**config.mk**
```make
export PLATFORM = sky130hd
export DESIGN_NAME = softmax_sequencer
export DESIGN_NICKNAME = d
export VERILOG_FILES = /design/src/rtl/softmax_pkg.sv /design/src/rtl/sm_vec_buf.sv /design/src/rtl/softmax_sequencer.sv
export SDC_FILE = /design/constraint.sdc
export NUM_CORES = 1
export LEC_CHECK = 0
export CAP_MARGIN = 20
export CORE_AREA = 2 2 151 153
export DETAILED_ROUTE_END_ITERATION = 7
export DIE_AREA = 0 0 153 155
export GPL_ROUTABILITY_DRIVEN = 0
export HOLD_SLACK_MARGIN = 0.05
export PLACE_DENSITY = 0.84
export SYNTH_ARGS = -nofsm -noshare
export SYNTH_HDL_FRONTEND = slang
export SYNTH_SLANG_ARGS = --single-unit
```
**constraint.sdc**
```tcl
create_clock -name clk -period 5.5 [get_ports clk]
set_input_delay 1.375 -clock clk [delete_from_list [all_inputs] [get_ports clk]]
set_output_delay 1.375 -clock clk [all_outputs]
set_load 0.005 [all_outputs]
```
**src/rtl/softmax_pkg.sv**
```systemverilog
// Shared types and defaults for the softmax sequencer and its buffers.
package softmax_pkg;

  typedef enum logic [2:0] {
    IDLE,
    LOAD,
    WAIT_EXP,
    DIV_ISSUE,
    WAIT_DIV,
    DRAIN
  } state_t;

  localparam logic [15:0] X_INIT_DEF  = 16'h26A3;
  localparam int unsigned CLASSES_DEF = 6;
  localparam int unsigned TIMEOUT_DEF = 64;

  function automatic int unsigned idx_w(input int unsigned n);
    return (n > 1) ? $clog2(n) : 1;
  endfunction

endpackage

```
**src/rtl/sm_vec_buf.sv**
```systemverilog
// Small register file: synchronous write port, asynchronous read port.
module sm_vec_buf #(
  parameter int unsigned DEPTH = 6,
  parameter int unsigned W     = 16,
  parameter int unsigned AW    = 3
) (
  input  logic          clk,
  input  logic          i_we,
  input  logic [AW-1:0] i_waddr,
  input  logic [W-1:0]  i_wdata,
  input  logic [AW-1:0] i_raddr,
  output logic [W-1:0]  o_rdata
);

  logic [W-1:0] r_mem [DEPTH];

  always_ff @(posedge clk) begin
    if (i_we) r_mem[i_waddr] <= i_wdata;
  end

  assign o_rdata = r_mem[i_raddr];

endmodule

```
**src/rtl/softmax_sequencer.sv**
```systemverilog
// Sequences one softmax evaluation: logits -> exponent pipeline -> sum,
// then CLASSES divisions whose quotients drain through a valid/ready port.
module softmax_sequencer
  import softmax_pkg::*;
#(
  parameter int unsigned N       = 16,
  parameter int unsigned NNEW    = N + 6,
  parameter int unsigned CLASSES = CLASSES_DEF,
  parameter logic [N-1:0] X_INIT = N'(X_INIT_DEF),
  parameter int unsigned TIMEOUT = TIMEOUT_DEF
) (
  input  logic            clk,
  input  logic            reset,
  input  logic            in_valid,
  output logic            in_ready,
  input  logic [N-1:0]    in_z,
  output logic            exp_valid,
  output logic [N-1:0]    exp_x,
  output logic [N-1:0]    exp_y,
  output logic [N-1:0]    exp_z,
  input  logic            exp_capture,
  input  logic [N-1:0]    exp_xo,
  input  logic [N-1:0]    exp_yo,
  output logic            div_valid,
  output logic [NNEW-1:0] div_x,
  output logic [NNEW-1:0] div_y,
  output logic [N-1:0]    div_z,
  input  logic            div_capture,
  input  logic [N-1:0]    div_zo,
  output logic            out_valid,
  input  logic            out_ready,
  output logic [N-1:0]    out_prob,
  output logic [4:0]      out_idx,
  output logic            out_last,
  output logic            busy,
  output logic            err
);

  localparam int unsigned IW = idx_w(CLASSES);
  localparam int unsigned CW = $clog2(CLASSES + 1);
  localparam int unsigned TW = $clog2(TIMEOUT + 1);
  localparam logic [CW-1:0] LAST = CW'(CLASSES - 1);

  state_t          r_state, w_next;
  logic [CW-1:0]   r_acc_cnt, r_cap_cnt, r_dcap_cnt, r_iss_cnt, r_rd;
  logic [TW-1:0]   r_timer;
  logic [NNEW-1:0] r_sum;
  logic            r_exp_valid, r_err;
  logic [N-1:0]    r_exp_x, r_exp_z;

  logic            w_in_hs, w_exp_acc, w_div_acc, w_out_hs, w_timeout, w_clear;
  logic [N-1:0]    w_e, w_ebuf_rd, w_rbuf_rd;

  assign w_in_hs   = in_valid && in_ready;
  assign w_exp_acc = exp_capture && (r_state == LOAD || r_state == WAIT_EXP)
                     && (r_cap_cnt < CW'(CLASSES));
  assign w_div_acc = div_capture && (r_state == DIV_ISSUE || r_state == WAIT_DIV)
                     && (r_dcap_cnt < CW'(CLASSES));
  assign w_out_hs  = out_valid && out_ready;
  assign w_e       = exp_xo + exp_yo;

  always_comb begin
    w_next    = r_state;
    w_timeout = 1'b0;
    case (r_state)
      IDLE:      if (w_in_hs) w_next = LOAD;
      LOAD:      if (w_in_hs && r_acc_cnt == LAST) w_next = WAIT_EXP;
      WAIT_EXP: begin
        if (w_exp_acc && r_cap_cnt == LAST) w_next = DIV_ISSUE;
        else if (r_timer == TW'(TIMEOUT - 1)) begin
          w_timeout = 1'b1;
          w_next    = IDLE;
        end
      end
      // A zero-latency divider may complete on the final issue cycle.
      DIV_ISSUE: if (r_iss_cnt == LAST)
                   w_next = (w_div_acc && r_dcap_cnt == LAST) ? DRAIN : WAIT_DIV;
      WAIT_DIV: begin
        if (w_div_acc && r_dcap_cnt == LAST) w_next = DRAIN;
        else if (r_timer == TW'(TIMEOUT - 1)) begin
          w_timeout = 1'b1;
          w_next    = IDLE;
        end
      end
      DRAIN:     if (w_out_hs && r_rd == LAST) w_next = IDLE;
      default:   w_next = IDLE;
    endcase
  end

  assign w_clear = w_timeout || (r_state == DRAIN && w_next == IDLE);

  always_ff @(posedge clk or negedge reset) begin
    if (!reset) begin
      r_state     <= IDLE;
      r_err       <= 1'b0;
      r_exp_valid <= 1'b0;
      r_exp_x     <= '0;
      r_exp_z     <= '0;
      r_timer     <= '0;
      r_acc_cnt   <= '0;
      r_cap_cnt   <= '0;
      r_dcap_cnt  <= '0;
      r_iss_cnt   <= '0;
      r_rd        <= '0;
      r_sum       <= '0;
    end else begin
      r_state     <= w_next;
      r_err       <= w_timeout;
      r_exp_valid <= w_in_hs;
      if (w_in_hs) begin
        r_exp_x <= X_INIT;
        r_exp_z <= in_z;
      end
      if (w_next != r_state)                             r_timer <= '0;
      else if (r_state == WAIT_EXP || r_state == WAIT_DIV) r_timer <= r_timer + 1'b1;
      if (w_clear) begin
        r_acc_cnt  <= '0;
        r_cap_cnt  <= '0;
        r_dcap_cnt <= '0;
        r_iss_cnt  <= '0;
        r_rd       <= '0;
        r_sum      <= '0;
      end else begin
        if (w_in_hs) r_acc_cnt <= r_acc_cnt + 1'b1;
        if (w_exp_acc) begin
          r_cap_cnt <= r_cap_cnt + 1'b1;
          r_sum     <= r_sum + NNEW'(w_e);
        end
        if (r_state == DIV_ISSUE) r_iss_cnt <= r_iss_cnt + 1'b1;
        if (w_div_acc)            r_dcap_cnt <= r_dcap_cnt + 1'b1;
        if (w_out_hs)             r_rd <= r_rd + 1'b1;
      end
    end
  end

  sm_vec_buf #(.DEPTH(CLASSES), .W(N), .AW(IW)) ebuf (
    .clk     (clk),
    .i_we    (w_exp_acc),
    .i_waddr (IW'(r_cap_cnt)),
    .i_wdata (w_e),
    .i_raddr (IW'(r_iss_cnt)),
    .o_rdata (w_ebuf_rd)
  );

  sm_vec_buf #(.DEPTH(CLASSES), .W(N), .AW(IW)) rbuf (
    .clk     (clk),
    .i_we    (w_div_acc),
    .i_waddr (IW'(r_dcap_cnt)),
    .i_wdata (div_zo),
    .i_raddr (IW'(r_rd)),
    .o_rdata (w_rbuf_rd)
  );

  assign in_ready  = (r_state == IDLE) || (r_state == LOAD);
  assign busy      = (r_state != IDLE);
  assign err       = r_err;
  assign exp_valid = r_exp_valid;
  assign exp_x     = r_exp_x;
  assign exp_y     = '0;
  assign exp_z     = r_exp_z;
  assign div_valid = (r_state == DIV_ISSUE);
  assign div_x     = div_valid ? r_sum : '0;
  assign div_y     = div_valid ? NNEW'(w_ebuf_rd) : '0;
  assign div_z     = '0;
  assign out_valid = (r_state == DRAIN);
  assign out_prob  = out_valid ? w_rbuf_rd : '0;
  assign out_idx   = out_valid ? 5'(r_rd) : '0;
  assign out_last  = out_valid && (r_rd == LAST);

endmodule
```
==> qor.yml, run 1 <==
cts-buffers-inserted: 26
synth_ff_type: "edfxtp_1"
async_flop_share_pct: 25.58
cp_max_fo: 7
worst_clock_skew_ps: 9.926
drc: 0
dp_slack_ps: -110.6
layout_setup_ws_ps: 449.5
start_util_pct: 56.44
via_per_inst: 5.663
worst_slew_pin_slew_ps: 1050
cpLargestDelayFamily: "compound AO/OA/AOI/OAI gates"
critical-path-max-stage-delay_ps: 590
synth_cells: 912
antenna_found_initial: 0
port_buffers: 156
routed-via-count: 7838
worst_ir_drop_vdd_uv: 302.7
die-area_mm2: 0.02372
hold_viol: 0
rsz0062_at_grt: "no"
design.core.area_mm2: 0.02223
gr-max-usage-layer: "met2"
power_mw: 7.105
fp.dieW_um: 153
fp-row-count: 55
dpl.cell_count: 1335
power_switching_mw: 2.350
post-cts-setup-buffer-count: 0
critical_path_class: "primary input to flip-flop"
track_usage_pct: 22.13
met1_usage_pct: 28.52
hold_class: "flip-flop to flip-flop"
start_kind: "primary input"
clock_path_buffers: 3
synth_common_cells: "edfxtp_1 (192), nor2_1 (71), dfrtp_1 (66)"
r2r_end: "r_timer[3]$_DFFE_PN0P_"
combPwrFrac_pct: 36.1
use_met3_pct: 2.730
path_depth: 18
syn_area_mm2: 0.01254
status: "completed"
area_delta_synth_final_pct: 20.97
cap_violations: 0
routed_wl_um: 26540
required_ps: 5910
fillers: 1502
drv_slew: 0
r2r_slack_ps: 2660
cts.sinks: 258
grt_use_met2_pct: 39.01
antenna_cells: 0
overflow: 0
ys_seq_area_share_pct: 59.13
ctsHoldBuffers: 0
root_buffer: "clkbuf_16"
grt_pass1_wl_um: 41660
avgSynthCellArea_um2: 13.75
final-setup-viol-count: 0
synth_top_area_share_pct: 45.96
synthMostInstantiatedCell: "edfxtp_1"
p_int_mw: 4.756
period_minus_slack_ps: 5051
power_frac_seq_pct: 39.1
ys_types: 76
grt_pass1_vias: 7892
wire_per_inst_um: 19.17
p_leak_nw: 5.679
cp_slowest_cell: "a2111oi_0"
reg2reg_from: "r_rd[0]$_DFFE_PN0P_"
crit_start: "exp_xo[0]"
final_nets: 1196
clkLatencyLatePin_ps: 530
cts_resized: 0
crit_chain: "clkdlybuf4s50_1, ha_1, inv_1, fa_1, nor2b_1, o31a_1, o21ai_1, a211oi_1, buf_4, nor3_1, xnor2_1, ha_1, nand3_1, a2111oi_0, o21ai_0, a21oi_1, xnor2_1, nor2_1"
clkPwrFrac_pct: 24.8
ys_ff_latch: 258
yosys_warnings: 0
htreeDepth: 1
drt_first_iter_violations: 597
reg2regPathDepth: 9
cts_tree: "built"
end_kind: "flip-flop"
swShare_pct: 33.07
die-height_um: 155
synthTopCellsByArea: "edfxtp_1 (46%), dfrtp_1 (13%), mux4_2 (5.7%)"
fin_tns_setup_ps: 0
antenna_left: 0
synth.largest_area_cell: "edfxtp_1"
synth-edff-count: 192
clock.fmax_ghz: 0.1980
grt_max_degree: 38
slew_headroom_pct: 29.95
dp_hpwl_um: 17800
ioPinCount: 206
cts.clk_slew.worst_paths_ps: 60
path_buf_inv: 3
final_cells: 1384
first_pass_iters: 8
arrival_ps: 5460
endpoint: "r_sum[18]$_DFFE_PN0P_"
min_period_over_period_pct: 91.83
drive_gt1_share_pct: 15.01
p_per_area_mw_per_mm2: 468.2
how the worst min path moves through the flow:
stage | start | end | slack, ps | cells past startpoint
2_1_floorplan | r_timer[6]$_DFFE_PN0P_ | r_timer[6]$_DFFE_PN0P_ | 500 | 2
3_3_place_gp | exp_z[0]$_DFFE_PN0P_ | exp_z[0]$_DFFE_PN0P_ | 490 | 1
3_5_place_dp | exp_z[3]$_DFFE_PN0P_ | exp_z[3]$_DFFE_PN0P_ | 490 | 1
4_1_cts | exp_z[3]$_DFFE_PN0P_ | exp_z[3]$_DFFE_PN0P_ | 510 | 1
5_1_grt | exp_z[10]$_DFFE_PN0P_ | exp_z[10]$_DFFE_PN0P_ | 520 | 1
6_report | exp_z[3]$_DFFE_PN0P_ | exp_z[3]$_DFFE_PN0P_ | 500 | 1
placed cells by master (no fill, tap or decap), types with 14 or more instances in the layout:
| cell | Yosys | layout |
|---|---|---|
| mux2i_1 | 35 | 35 |
| o21ai_0 | 15 | 15 |
| a21oi_2 | 14 | 14 |
| dfrtp_1 | 66 | 64 |
| inv_1 | 18 | 18 |
| xor2_1 | 18 | 18 |
| edfxtp_1 | 192 | 192 |
| clkdlybuf4s50_1 | 0 | 155 |
| a211oi_1 | 39 | 39 |
| mux4_2 | 32 | 32 |
| and2_1 | 27 | 27 |
| a21oi_1 | 28 | 28 |
| buf_4 | 58 | 31 |
| nor2_1 | 71 | 71 |
| clkbuf_16 | 0 | 26 |
| xnor2_1 | 27 | 27 |
| ha_1 | 44 | 44 |
| mux2_2 | 16 | 16 |
| conb_1 | 1 | 49 |
| nand2_1 | 42 | 42 |
state kept, by name (all words and copies together), names as in the netlist:
| signal | count |
|---|---|
| r_state | 3 |
| r_acc_cnt | 3 |
| rbuf.r_mem | 96 |
| r_rd | 3 |
| r_sum | 22 |
| exp_z | 16 |
| err | 1 |
| r_cap_cnt | 3 |
| r_iss_cnt | 3 |
| exp_x | 1 |
| r_dcap_cnt | 3 |
| exp_valid | 1 |
| ebuf.r_mem | 96 |
| r_timer | 7 |
cells by family after synthesis:
family | Yosys count | share of synthesized area, %
flops | 258 | 59.13
simple gates | 211 | 8.458
compound gates | 152 | 8.917
buf+inv | 115 | 5.516
mux | 83 | 9.974
fa+ha+maj | 46 | 4.708
xor+xnor | 46 | 3.272
other cells | 1 | 0.02989
metrics by stage:
step | hold slack, ps | instance area (um2) | util, %
2_1_floorplan | 496.0 | 12720 | -
3_3_place_gp | 488.0 | 14290 | 64.31
3_5_place_dp | 494.1 | 14290 | 64.31
4_1_cts | 507.6 | 15150 | 68.15
5_1_grt | 518.1 | 15170 | 68.27
6_report | 502.4 | 15170 | 68.27
power by group through the flow:
stage | clock (mW) | combinational [mW] | sequential [mW]
finish | 1.76 | 2.56 | 2.78
CTS | 1.79 | 2.57 | 2.78
detailed placement | 0 | 2.54 | 2.82
global placement | 0 | 2.46 | 2.80
global route | 1.87 | 2.80 | 2.83
floorplan | 0 | 1.92 | 2.60
worst register-to-register path, cell delays in order, from the launching register on:
cell	delay [ps]
dfrtp_2	920
buf_4	350
ha_1	220
nand3_1	160
a22o_1	230
a311oi_2	230
o21ai_1	140
mux2i_1	180
o211ai_2	200
nor2_1	150
per-layer routing:
layer  vias up  wire (um)  share of wire, %
met1      3849      10720                40
met5         -          0                 0
met3        56       1429               5.4
met4         0        884               3.3
li1       3631          -                 -
met2       302      13510                51
area by class of cell:
cell class / count / area (um2) / area share, %
timing repair buffer: 188 / 1809 / 11.92
clock buffer: 35 / 684.4 / 4.510
inverter: 19 / 71.32 / 0.4700
multi-input combinational: 587 / 4664 / 30.74
tap: 285 / 356.6 / 2.350
sequential: 258 / 7420 / 48.89
clock inverter: 12 / 168.9 / 1.113
Note: power is estimated with default switching activity, not from simulation.
==> run 2: changes to the inputs <==
Settings changed: RECOVER_POWER from default to 50, SLEW_MARGIN from default to 10.
==> qor.yml, run 2 (same netlist as run 1, synthesis figures left out) <==
clkLatencyLatePin_ps: 530  # about the same
wire_per_inst_um: 19.15  # was 19.17 um
p_per_area_mw_per_mm2: 469.0  # was 468.2 mW/mm2
min_path_cells: 1  # unchanged
worst_ir_drop_vdd_uv: 302.6  # was 302.7 uV
routed-via-count: 7853  # was 7838
min_period_over_period_pct: 91.86  # was 91.83%
dpl.cell_count: 1335  # unchanged
final_nets: 1195  # was 1196
ioPinCount: 206  # unchanged
final_core_util_pct: 67.86  # was 68.27%
layout_commonest_cell: "edfxtp_1"  # unchanged
track_usage_pct: 22.13  # unchanged
required_ps: 5910  # about the same
overflow: 0  # unchanged
layout_common_cells: "edfxtp_1 (192), clkdlybuf4s50_1 (136), nor2_1 (71)"  # was edfxtp_1 (192), clkdlybuf4s50_1 (155), nor2_1 (71)
worst_clock_skew_ps: 9.013  # was 9.926 ps
worst_slew_pin_slew_ps: 2111  # was 1050 ps
cts_tree: "built"  # unchanged
period_minus_slack_ps: 5052  # was 5051 ps
cts.sinks: 258  # unchanged
power_mw: 7.074  # was 7.105 mW
drc: 0  # unchanged
drive_gt1_share_pct: 13.11  # was 15.01%
grt_pass1_vias: 7892  # unchanged
antenna_left: 0  # unchanged
fp-row-count: 55  # unchanged
final_cells: 1384  # unchanged
hold_class: "flip-flop to flip-flop"  # unchanged
area_delta_synth_final_pct: 20.25  # was 20.97%
cts.clk_slew.worst_paths_ps: 60  # about the same
holdWs_ps: 502.4  # about the same
first_pass_iters: 5  # was 8
grt_max_degree: 38  # unchanged
cts-buffers-inserted: 26  # unchanged
root_buffer: "clkbuf_16"  # unchanged
power_switching_mw: 2.330  # was 2.350 mW
design.core.area_mm2: 0.02223  # unchanged
drv_slew: 107  # was 0
fin_tns_setup_ps: 0  # unchanged
die-area_mm2: 0.02372  # unchanged
slew_headroom_pct: -42.06  # was 29.95%
end_kind: "flip-flop"  # unchanged
via_per_inst: 5.674  # was 5.663
hold_viol: 0  # unchanged
port_buffers: 156  # unchanged
violations: "capacitance limit, slew limit"
start_kind: "primary input"  # unchanged
top_regs: "ebuf.r_mem x96, rbuf.r_mem x96, r_sum x22"  # unchanged
layout_setup_ws_ps: 447.9  # was 449.5 ps
dp_hpwl_um: 17800  # unchanged
status: "complete, but fails checks"  # was completed
arrival_ps: 5460  # about the same
swShare_pct: 32.94  # was 33.07%
drt_first_iter_violations: 560  # was 597
start_util_pct: 56.44  # unchanged
clock_path_buffers: 3  # unchanged
placed_area_mm2: 0.01429  # unchanged
cp_max_fo: 7  # unchanged
htreeDepth: 1  # unchanged
dp_slack_ps: -110.6  # unchanged
rsz0062_at_grt: "no"  # unchanged
reg2regPathDepth: 9  # unchanged
antenna_found_initial: 1  # was 0
die-height_um: 155  # unchanged
critical_path_class: "primary input to flip-flop"  # unchanged
p_leak_nw: 5.634  # was 5.679 nW
power_frac_seq_pct: 39.2  # was 39.1%
clock.fmax_ghz: 0.1979  # was 0.1980 GHz
cts_resized: 0  # unchanged
post-cts-setup-buffer-count: 0  # unchanged
final-setup-viol-count: 0  # unchanged
grt_pass1_wl_um: 41660  # unchanged
combPwrFrac_pct: 35.9  # was 36.1%
final_cell_area_mm2: 0.01508  # was 0.01517 mm2
ctsHoldBuffers: 0  # unchanged
cap_violations: 4  # was 0
routed_wl_um: 26510  # was 26540 um
p_int_mw: 4.744  # was 4.756 mW
clkPwrFrac_pct: 24.9  # was 24.8%
fp.dieW_um: 153  # unchanged
==> run 2: final timing paths <==
check	slack, ps	start	to
worst max-delay path	450	exp_xo[0]	r_sum[18]$_DFFE_PN0P_
max in group asynchronous	1420	reset	r_iss_cnt[0]$_DFFE_PN0P_
min in group asynchronous	1280	reset	r_sum[10]$_DFFE_PN0P_
worst max register to register	1870	r_rd[0]$_DFFE_PN0P_	r_timer[3]$_DFFE_PN0P_
worst min-delay path	500	exp_z[3]$_DFFE_PN0P_	exp_z[3]$_DFFE_PN0P_
worst min register to register	500	exp_z[3]$_DFFE_PN0P_	exp_z[3]$_DFFE_PN0P_
==> run 2: area by class of cell <==
type | count | area [um2]
Antenna cell | 1 | 2.502
Clock buffer | 35 | 684.4
Clock inverter | 12 | 168.9
Fill cell | 1528 | 7143
Inverter | 19 | 71.32
Multi-Input combinational cell | 587 | 4619
Sequential cell | 258 | 7418
Tap cell | 285 | 356.6
Timing Repair Buffer | 187 | 1763
==> run 2: metal layers <==
metal	wire, um	track usage [%]	part of all wire [%]	up-vias
met2	13410	39.01	51	316
met3	1506	2.730	5.7	62
li1	-	-	-	3633
met5	0	0	0	-
met4	965	7.981	3.6	0
met1	10620	28.52	40	3842
==> run 2: worst max-delay path, stage by stage <==
cell,delay [ps]
clkdlybuf4s50_1,460
ha_1,180
inv_1,60
fa_1,400
nor2b_1,170
o31a_1,160
o21ai_1,90
a211oi_1,340
buf_4,170
nor3_1,50
xnor2_1,150
ha_1,420
nand3_1,210
a2111oi_0,590
o21ai_0,180
a21oi_1,230
xnor2_1,150
nor2_1,50
==> run 2: power groups by stage <==
stage	clock [mW]	sequential [mW]	combinational, mW
floorplan	0	2.60	1.92
global route	1.87	2.82	2.78
finish	1.76	2.77	2.54
global placement	0	2.80	2.46
CTS	1.79	2.78	2.57
detailed placement	0	2.82	2.54
